`config.mk`:
```
export PLATFORM = sky130hd
export DESIGN_NAME = gpio_ctrl_flat
export DESIGN_NICKNAME = d
export VERILOG_FILES = /design/src/rtl/gpio_ctrl_if.sv /design/src/rtl/gpio_ctrl.sv /design/src/flat_wrapper.sv
export SDC_FILE = /design/constraint.sdc
export NUM_CORES = 1
export LEC_CHECK = 0
export ABC_AREA = 1
export BUFFER_PORTS_ARGS = -buffer_cell sky130_fd_sc_hd__buf_2
export CORE_MARGIN = 2
export CORE_UTILIZATION = 45
export CTS_BUF_LIST = sky130_fd_sc_hd__clkbuf_4
export DETAILED_ROUTE_END_ITERATION = 6
export HOLD_SLACK_MARGIN = 0.02
export MAX_ROUTING_LAYER = met4
export SKIP_CTS_REPAIR_TIMING = 1
export SYNTH_ARGS = -nofsm -noshare
export SYNTH_HDL_FRONTEND = slang
export SYNTH_SLANG_ARGS = --single-unit
```
`constraint.sdc`:
```
create_clock -name clk -period 2.7 [get_ports clk]
set_clock_uncertainty 0.1 [all_clocks]
set_input_delay 0.675 -clock clk [delete_from_list [all_inputs] [get_ports clk]]
set_output_delay 0.675 -clock clk [all_outputs]
set_load 0.05 [all_outputs]
```
`src/rtl/gpio_ctrl_if.sv`:
```
// rtl/gpio_ctrl_if.sv - memory-mapped register bus between the CPU IO decoder and gpio_ctrl
interface gpio_ctrl_if;
    logic        sel;
    logic        write_en;
    logic        read_en;
    logic [3:0]  addr;
    logic [31:0] wdata;
    logic [31:0] rdata;

    modport master (
        output sel,
        output write_en,
        output read_en,
        output addr,
        output wdata,
        input  rdata
    );

    modport slave (
        input  sel,
        input  write_en,
        input  read_en,
        input  addr,
        input  wdata,
        output rdata
    );
endinterface

```
`src/rtl/gpio_ctrl.sv`:
```
// rtl/gpio_ctrl.sv - GPIO controller with direction, synchronised inputs, set/clr/toggle and edge interrupts
module gpio_ctrl #(
    parameter int WIDTH       = 32,
    parameter int SYNC_STAGES = 2
) (
    input  logic             clk,
    input  logic             rst_n,
    gpio_ctrl_if.slave       bus,
    input  logic [WIDTH-1:0] gpio_in,
    output logic [WIDTH-1:0] gpio_out,
    output logic [WIDTH-1:0] gpio_oe,
    output logic             irq
);

    localparam logic [3:0] ADDR_OUT     = 4'h0;
    localparam logic [3:0] ADDR_DIR     = 4'h1;
    localparam logic [3:0] ADDR_IN      = 4'h2;
    localparam logic [3:0] ADDR_SET     = 4'h3;
    localparam logic [3:0] ADDR_CLR     = 4'h4;
    localparam logic [3:0] ADDR_TGL     = 4'h5;
    localparam logic [3:0] ADDR_RISE_EN = 4'h6;
    localparam logic [3:0] ADDR_FALL_EN = 4'h7;
    localparam logic [3:0] ADDR_STATUS  = 4'h8;

    logic [WIDTH-1:0] sync_q [SYNC_STAGES];
    logic [WIDTH-1:0] in_sync;
    logic [WIDTH-1:0] in_prev;
    logic [WIDTH-1:0] out_q, out_d;
    logic [WIDTH-1:0] dir_q;
    logic [WIDTH-1:0] rise_en_q;
    logic [WIDTH-1:0] fall_en_q;
    logic [WIDTH-1:0] status_q, status_d;
    logic [WIDTH-1:0] rise, fall, w1c_mask;
    logic [WIDTH-1:0] wd;
    logic [WIDTH-1:0] rd_val;
    logic             wr;

    // Data bits above WIDTH are architecturally ignored on writes.
    logic unused_wdata;
    assign unused_wdata = ^bus.wdata;

    assign wr      = bus.sel && bus.write_en;
    assign wd      = bus.wdata[WIDTH-1:0];
    assign in_sync = sync_q[SYNC_STAGES-1];

    always_ff @(posedge clk or negedge rst_n) begin
        if (!rst_n) begin
            for (int i = 0; i < SYNC_STAGES; i++) sync_q[i] <= '0;
            in_prev <= '0;
        end else begin
            sync_q[0] <= gpio_in;
            for (int i = 1; i < SYNC_STAGES; i++) sync_q[i] <= sync_q[i-1];
            in_prev <= in_sync;
        end
    end

    always_comb begin
        out_d = out_q;
        if (wr) begin
            case (bus.addr)
                ADDR_OUT: out_d = wd;
                ADDR_SET: out_d = out_q | wd;
                ADDR_CLR: out_d = out_q & ~wd;
                ADDR_TGL: out_d = out_q ^ wd;
                default:  out_d = out_q;
            endcase
        end
    end

    // A fresh edge in the same cycle as its write-1-to-clear keeps the bit set.
    always_comb begin
        rise     = in_sync & ~in_prev;
        fall     = ~in_sync & in_prev;
        w1c_mask = (wr && bus.addr == ADDR_STATUS) ? wd : '0;
        status_d = (status_q & ~w1c_mask) | (rise & rise_en_q) | (fall & fall_en_q);
    end

    always_ff @(posedge clk or negedge rst_n) begin
        if (!rst_n) begin
            out_q     <= '0;
            dir_q     <= '0;
            rise_en_q <= '0;
            fall_en_q <= '0;
            status_q  <= '0;
        end else begin
            out_q    <= out_d;
            status_q <= status_d;
            if (wr && bus.addr == ADDR_DIR)     dir_q     <= wd;
            if (wr && bus.addr == ADDR_RISE_EN) rise_en_q <= wd;
            if (wr && bus.addr == ADDR_FALL_EN) fall_en_q <= wd;
        end
    end

    always_comb begin
        rd_val = '0;
        case (bus.addr)
            ADDR_OUT:     rd_val = out_q;
            ADDR_DIR:     rd_val = dir_q;
            ADDR_IN:      rd_val = in_sync;
            ADDR_RISE_EN: rd_val = rise_en_q;
            ADDR_FALL_EN: rd_val = fall_en_q;
            ADDR_STATUS:  rd_val = status_q;
            default:      rd_val = '0;
        endcase
        bus.rdata = '0;
        if (bus.sel && bus.read_en) bus.rdata[WIDTH-1:0] = rd_val;
    end

    assign gpio_out = out_q;
    assign gpio_oe  = dir_q;
    assign irq      = |status_q;

endmodule

```
`src/flat_wrapper.sv`:
```
// flat-port wrapper written by rule: the top's interface ports become plain ports
module gpio_ctrl_flat 
#(
    parameter int WIDTH       = 32,
    parameter int SYNC_STAGES = 2
)
  (clk, rst_n, gpio_in, gpio_out, gpio_oe, irq, bus_sel, bus_write_en, bus_read_en, bus_addr, bus_wdata, bus_rdata);
  gpio_ctrl_if bus_i ();
  input  logic clk;
  input  logic rst_n;
  input  logic [WIDTH-1:0] gpio_in;
  output logic [WIDTH-1:0] gpio_out;
  output logic [WIDTH-1:0] gpio_oe;
  output logic irq;
  input wire logic [$bits(bus_i.sel)-1:0] bus_sel;
  input wire logic [$bits(bus_i.write_en)-1:0] bus_write_en;
  input wire logic [$bits(bus_i.read_en)-1:0] bus_read_en;
  input wire logic [$bits(bus_i.addr)-1:0] bus_addr;
  input wire logic [$bits(bus_i.wdata)-1:0] bus_wdata;
  output wire logic [$bits(bus_i.rdata)-1:0] bus_rdata;
  assign bus_i.sel = bus_sel;
  assign bus_i.write_en = bus_write_en;
  assign bus_i.read_en = bus_read_en;
  assign bus_i.addr = bus_addr;
  assign bus_i.wdata = bus_wdata;
  assign bus_rdata = bus_i.rdata;
  gpio_ctrl #(.WIDTH(WIDTH), .SYNC_STAGES(SYNC_STAGES)) u_core (.clk(clk), .rst_n(rst_n), .bus(bus_i), .gpio_in(gpio_in), .gpio_out(gpio_out), .gpio_oe(gpio_oe), .irq(irq));
endmodule
```
# Word level (Yosys, flattened, before mapping)
# Index checks and enable logic that the tools add are counted.
# classes
n_eq_ne	8
mux	4
bitwise	14
reduce_logical	10
# ops
op	n
32-bit bitwise AND	6
32-bit one-hot mux with 6 select lines	1
32-bit inverter	4
32-bit one-hot mux with 4 select lines	1
32-bit bitwise OR	3
32-bit two-way mux	2
32-bit OR reduction	1
32-bit XOR	1
4-bit by 3-bit == test with 1-bit output, second input constant	4
4-bit by 2-bit == test with 1-bit output, second input constant	2
1-bit logical AND	6
4-bit by 1-bit == test with 1-bit output, second input constant	1
4-bit == test, second input constant	1
4-bit zero test	1
4-bit nonzero test	1
2-bit AND reduction	1
# word_totals
ff_bits	256
out_inout_bits	97
elab_cells	44

# Logic depth before layout (Yosys ltp)
# Gate-level depths: netlist (run 1).
# depth
word_depth	7
mapped_depth	9
depth_no_buf	8

# Worst setup path after synthesis (run 1)
# OpenSTA, ideal clock, no wires.
# synth_path
path_type	in2out
startpoint	input bus_addr[1]
endpoint	output bus_rdata[20]
t_arrival_ns	2.220
required_ns	1.925
setup_slack_ns	-0.295
stages	7
n_path_buf	2
path_cell_list	nor2_1 buf_2 buf_2 nand3_1 nand2_1 nor2_1 a21oi_1
# synth_via
elab_chain_len	3
word_cells_on_any_way	8
cone_classes	eq/ne (5); mux (2); reduce/logical (1)
# synth_rtl
element	line_no	text
start, declared	flat_wrapper.sv:18	input wire logic [$bits(bus_i.addr)-1:0] bus_addr;
4-bit == test, or another cell as far along	gpio_ctrl.sv:96	case (bus.addr)
32-bit one-hot mux with 6 select lines *	gpio_ctrl.sv:96	
32-bit two-way mux *	gpio_ctrl.sv:106	if (bus.sel && bus.read_en) bus.rdata[WIDTH-1:0] = rd_val;
end, declared	flat_wrapper.sv:20	output wire logic [$bits(bus_i.rdata)-1:0] bus_rdata;
# Every way passes the cells marked *; elsewhere a longest branch is shown, timed or not.

# Final worst setup path (run 1)
# layout_path
startpoint	register u_core.status_q[3]
endpoint	output irq
# layout_via
elab_chain_len	1
# layout_rtl
element	line_no	text
start, declared	gpio_ctrl.sv:32	logic [WIDTH-1:0] status_q, status_d;
start signal, assigned	gpio_ctrl.sv:87	status_q <= status_d;
32-bit OR reduction	gpio_ctrl.sv:111	assign irq = |status_q;
end, declared	flat_wrapper.sv:14	output logic irq;
# No other way between the ends.

==> impl_metrics.toml, run 1 <==
[min_path]
min_from = "u_core.sync_q[37]$_DFF_PN0_"
hold_class = "flop to flop"

[routing]
first_iter_violations = 1021
wl_mm = 41.5
via_per_inst = 5.29
ant_nets = 0
first_pass_iters = 6
wl_per_cell_um = 17.8
drcViolationCount = 0
vias = 12295

[synth]
synth_area_sq_um = 12900
yosysSeqAreaShare_pct = 49.8
synth.area.top_cells = "dfrtp_1, nand3_1, nand2_1, ha_1, o21ai_0"
ys.warnings.count = 0
synth_nets = 1729
synthCells = 1592
synth_cell_types = 24
synth.avg_cell_area_sq_um = 8.08
ys_ff_latch = 256
synth_top_area_cell = "dfrtp_1"
synth_top_area_share_pct = 49.8

[placed_design]
dp_hpwl_mm = 25.5
dp_cells = 2117
io_buffers = 169
gp_congestion = 0.880

[worst_setup_path]
startpoint = "u_core.status_q[3]$_DFF_PN0_"
cp-end-kind = "output port"
worst_r2r_startpoint = "u_core.gpio_out[10]$_DFFE_PN0P_"
critPathMaxFanout = 3
cp-start-kind = "flop"
critPathArrivalTime_ps = 2080
cp.required_ps = 1920
critical_path_class = "flop to output port"

[run]
cap_violations = 0

[cells_and_area]
area_delta_synth_final_pct = 33.6
final_common_cell = "nand2_1"
final_cell_mix = "nand2_1, nand3_1, dfrtp_1, inv_1, buf_2"
nets = 2023
drive_gt1_share_pct = 26.3
instances_no_fill = 2324

[cts]
numCtsBuffers = 75
cts_tree = "built"
cts_sinks = 256
cts_root_buf = "clkbuf_4"
insertion_delay_ps = 690
clk_pin_slew_ps = 70
h-tree-depth = 3
clk_path_buf_depth = 3

[power_and_ir_drop]
peakVddDrop_v = 0.000352
p_leak_nw = 8.24
powerDensity_nw_per_um2 = 651

[sta]
hold_viol = 0
fin_ws_ps = -153
finalMaxSlewViolations = 0
max_freq_ghz = 0.350
finalCritPeriodShare_pct = 106
setup_viol = 27
finalSetupTns_ps = -1830
rsz0062_at_grt = "yes"
worst_slew_pin_slew_ps = 548
fin_crit_ps = 2850
relSlewSlack_pct = 63.4

[global_routing]
antenna_found_initial = 2
grt_max_degree = 70
grt_pass1_vias = 11620
overflow = 0
grt_pass1_wl_mm = 62.0
track_usage_pct = 26.6

[die]
fp.dieW_um = 173
dieArea_sq_um = 29900
boundaryPins = 170
start_util_pct = 46.0
placementRows = 61
die_h_um = 173
core_area_sq_um = 27900

[status]
outcome = "finished with violations"
violations = "setup timing"
-- cells in the mapped netlist --
| master | n |
|---|---|
| nand3_1 | 322 |
| nand2_1 | 318 |
| dfrtp_1 | 256 |
| inv_1 | 162 |
| nor2_1 | 145 |
| o21ai_0 | 128 |
| ha_1 | 64 |
| buf_2 | 46 |
| nand4_1 | 35 |
| a21oi_1 | 32 |
| clkbuf_1 | 32 |
| o21ai_1 | 21 |
| buf_4 | 9 |
| buf_1 | 5 |
| inv_2 | 3 |
| nand2_2 | 2 |
| nand3_2 | 2 |
| nor2_2 | 2 |
| nor2_4 | 2 |
| nor4_1 | 2 |
| buf_6 | 1 |
| clkinv_1 | 1 |
| nand2_4 | 1 |
| nand3_4 | 1 |
-- critical path, stage by stage (launching register included) --
cell and delay, ps:
dfrtp_1 410, nor2_1 130, nand4_1 200, nor2_2 190
nand4_1 210, buf_6 230
-- report_power, final --
part	internal [mW]	leakage (nW)	total [mW]	switching, mW
Sequential	4.36	3.07	4.87	0.507
Clock	1.91	0.559	3.63	1.72
Combinational	0.839	4.62	2.69	1.85
-- layout make-up --
class / count / area (sq um)
antenna: 2 / 5.00
clock buffer: 113 / 848
clock inverter: 22 / 92.6
fill: 2506 / 10800
inverter: 166 / 626
multi-input combinational: 1077 / 5860
sequential: 256 / 6410
tap: 378 / 473
timing repair buffer: 310 / 2870
-- final timing paths --
path | cells past startpoint | endpoint | slack, ps
hold reg to reg | 0 | u_core.in_sync[5]$_DFF_PN0_ | 210
setup reg to reg | 6 | u_core.gpio_out[10]$_DFFE_PN0P_ | 1360
min in group asynchronous | 2 | u_core.gpio_out[7]$_DFFE_PN0P_ | 430
setup / recovery | 5 | irq | -150
hold / removal | 0 | u_core.in_sync[5]$_DFF_PN0_ | 210
max in group asynchronous | 3 | u_core.sync_q[54]$_DFF_PN0_ | 1230
-- cell families (layout without fill, tap and decap cells) --
group	Yosys count	count (layout)	synth area share, %
AOI/OAI and AO/OA	181	181	7.04
buffers and inverters	259	611	8.33
and+or+nand+nor	832	832	28.6
other	0	2	0
DFF	256	256	49.8
adders and majority gates	64	64	6.23
-- through the flow --
step | setup WS, ps | area [sq um] | total power, mW | hold WS, ps | util [%]
2_1_floorplan | -30.5 | 13100 | 6.49 | 231 | -
3_3_place_gp | -116 | 14800 | 7.32 | 232 | 52.9
3_5_place_dp | -135 | 14800 | 7.37 | 235 | 52.9
4_1_cts | -269 | 15700 | 11.0 | -195 | 56.3
5_1_grt | -211 | 17200 | 11.8 | 180 | 61.5
6_report | -153 | 17200 | 11.2 | 209 | 61.5
-- registers in the layout, summed over array words and instances, names as in the netlist --
signal and cells:
u_core.gpio_oe 32, u_core.sync_q 32, u_core.in_sync 32, u_core.fall_en_q 32
u_core.rise_en_q 32, u_core.status_q 32, u_core.in_prev 32, u_core.gpio_out 32
-- routing by layer --
layer | wire [um] | up-vias | global-route usage [%]
met4 | 1090 | 0 | 8.83
met5 | 0 | - | -
met2 | 19000 | 472 | 40.8
met3 | 2630 | 98 | 4.68
met1 | 18700 | 5882 | 36.0
li1 | - | 5843 | -
No activity file was read; power rests on OpenSTA's default activity.
==> inputs of run 2 (changes only) <==
--- a/config.mk
+++ b/config.mk
@@ -13,7 +13,7 @@
 export DETAILED_ROUTE_END_ITERATION = 6
 export HOLD_SLACK_MARGIN = 0.02
 export MAX_ROUTING_LAYER = met4
-export SKIP_CTS_REPAIR_TIMING = 1
+export SLEW_MARGIN = 20
 export SYNTH_ARGS = -nofsm -noshare
 export SYNTH_HDL_FRONTEND = slang
 export SYNTH_SLANG_ARGS = --single-unit
==> run 2 against run 1 <==
Effect of this change:
- core utilization is 2.3 points higher
- hold slack improved by 3.9 ps
- fmax grew 1.9%
- non-clock buffer count is 24 higher
- the run still ends with setup timing left
- register-to-register slack about the same
- sequential power is essentially flat
- clock power hardly changed
- critical path depth is 5 higher
- critical endpoint is now bus_rdata[17]
- first-iteration DRC count grew 3.4%
==> impl_metrics.toml, run 2 (synthesized netlist as in run 1, its figures left out) <==
[placed_design]
gp_congestion = 0.880
io_buffers = 169
dp_hpwl_mm = 25.5
dp_cells = 2117
dpl_cell_area_sq_um = 14800

[die]
core_area_sq_um = 27900
fp.dieW_um = 173
start_util_pct = 46.0
boundaryPins = 170
die_h_um = 173
dieArea_sq_um = 29900
placementRows = 61

[global_routing]
track_usage_pct = 27.9
grt_pass1_wl_mm = 64.6
grtUsageMet2_pct = 43.3
groute.layer.met1.usage_pct = 37.6
grt_pass1_vias = 11939
overflow = 0
use_met3_pct = 4.86
grt.busiest_layer = "met2"
grt_max_degree = 70
antenna_found_initial = 2

[power_and_ir_drop]
peakVddDrop_v = 0.000359
powerDensity_nw_per_um2 = 634
p_total_mw = 11.3
p_leak_nw = 8.48

[cells_and_area]
postLayoutCoreUtil_pct = 63.8
nets = 2047
final_common_cell = "nand2_1"
final_cell_mix = "nand2_1, nand3_1, dfrtp_1, inv_1, buf_2"
instances_no_fill = 2347
area_delta_synth_final_pct = 38.6
drive_gt1_share_pct = 29.3
stdcell_area_sq_um = 17800

[worst_setup_path]
cp-end-kind = "output port"
ff2ff_setup_slack_ps = 1370
critPathMaxFanout = 8
critPathArrivalTime_ps = 2020
critical_path_class = "input port to output port"
cp.required_ps = 1920
cp-start-kind = "input port"

[min_path]
hold_class = "flop to flop"

[cts]
numCtsBuffers = 75
h-tree-depth = 3
clk_pin_slew_ps = 60
insertion_delay_ps = 700
cts_sinks = 256
cts_tree = "built"
cts_root_buf = "clkbuf_4"
clk_path_buf_depth = 3

[routing]
first_pass_iters = 5
via_per_inst = 5.30
ant_nets = 0
wl_per_cell_um = 18.1
drcViolationCount = 0
first_iter_violations = 1056
vias = 12431
wl_mm = 42.5

[sta]
finalCritPeriodShare_pct = 104
worst_slew_pin_slew_ps = 559
fin_crit_ps = 2800
finalSetupTns_ps = -1170
relSlewSlack_pct = 62.8
fin_ws_ps = -99.2
finalMaxSlewViolations = 0
rsz0062_at_grt = "yes"
max_freq_ghz = 0.357
hold_viol = 0
setup_viol = 26

[run]
cap_violations = 0

[status]
outcome = "finished with violations"
violations = "setup timing"
==> run 2: cell count changes in the layout (fill, tap and decap cells not counted), moves of 3 or more <==
cell	delta
nand2_1	-4
nand3_2	+6
nand3_4	+11
o21ai_1	-12
o21ai_2	+12
buf_16	+3
nor2_1	-5
buf_4	+10
nor2_2	+4
nand3_1	-17
buf_6	+4
==> run 2: cell type report <==
cell class	instances	area [sq um]
Timing Repair Buffer	334	3240
Sequential cell	256	6410
Fill cell	2396	10100
Multi-Input combinational cell	1077	6130
Clock buffer	113	848
Tap cell	378	473
Antenna cell	1	2.50
Inverter	166	623
Clock inverter	22	92.6
==> run 2: timing repair <==
action                                  4_1_cts  5_1_grt
setup buffers                                13       29
pin swaps                                     9       68
gates cloned                                  5       15
gates resized for setup                      79      168
hold endpoints to repair                     89        0
hold buffers                                 33        0
endpoints found under the setup margin       33       33
==> run 2: power breakdown <==
part | switching (mW) | internal, mW
Combinational | 1.90 | 0.898
Clock | 1.72 | 1.91
Sequential | 0.521 | 4.36
Total | 4.14 | 7.17
==> run 2: worst paths after layout <==
| kind | to | cells after the start | start |
|---|---|---|---|
| setup / recovery | bus_rdata[17] | 10 | bus_addr[2] |
| hold / removal | u_core.in_sync[5]$_DFF_PN0_ | 0 | u_core.sync_q[37]$_DFF_PN0_ |
| setup reg to reg | u_core.gpio_out[10]$_DFFE_PN0P_ | 6 | u_core.gpio_out[10]$_DFFE_PN0P_ |
| hold reg to reg | u_core.in_sync[5]$_DFF_PN0_ | 0 | u_core.sync_q[37]$_DFF_PN0_ |
| max in group asynchronous | u_core.rise_en_q[26]$_DFFE_PN0P_ | 3 | rst_n |
| min in group asynchronous | u_core.gpio_out[7]$_DFFE_PN0P_ | 2 | rst_n |
==> run 2: metal layers <==
| metal | part of all wire (%) | up-vias |
|---|---|---|
| li1 | - | 5897 |
| met1 | 44 | 5947 |
| met2 | 47 | 487 |
| met3 | 6.7 | 100 |
| met4 | 2.9 | 0 |
| met5 | 0 | - |
==> run 2: stage by stage <==
step	hold WS, ps	setup WS (ps)
4_1_cts	167	-162
6_report	213	-99.2
3_5_place_dp	235	-135
5_1_grt	182	-189
2_1_floorplan	231	-30.5
3_3_place_gp	232	-116
==> run 2: worst max-delay path, stage by stage <==
cell and delay, ps:
buf_12 110, nor2_4 210, buf_6 130, buf_6 100
nand2_8 60, buf_12 160, o21ai_2 110, inv_1 60
a21oi_2 210, buf_6 190
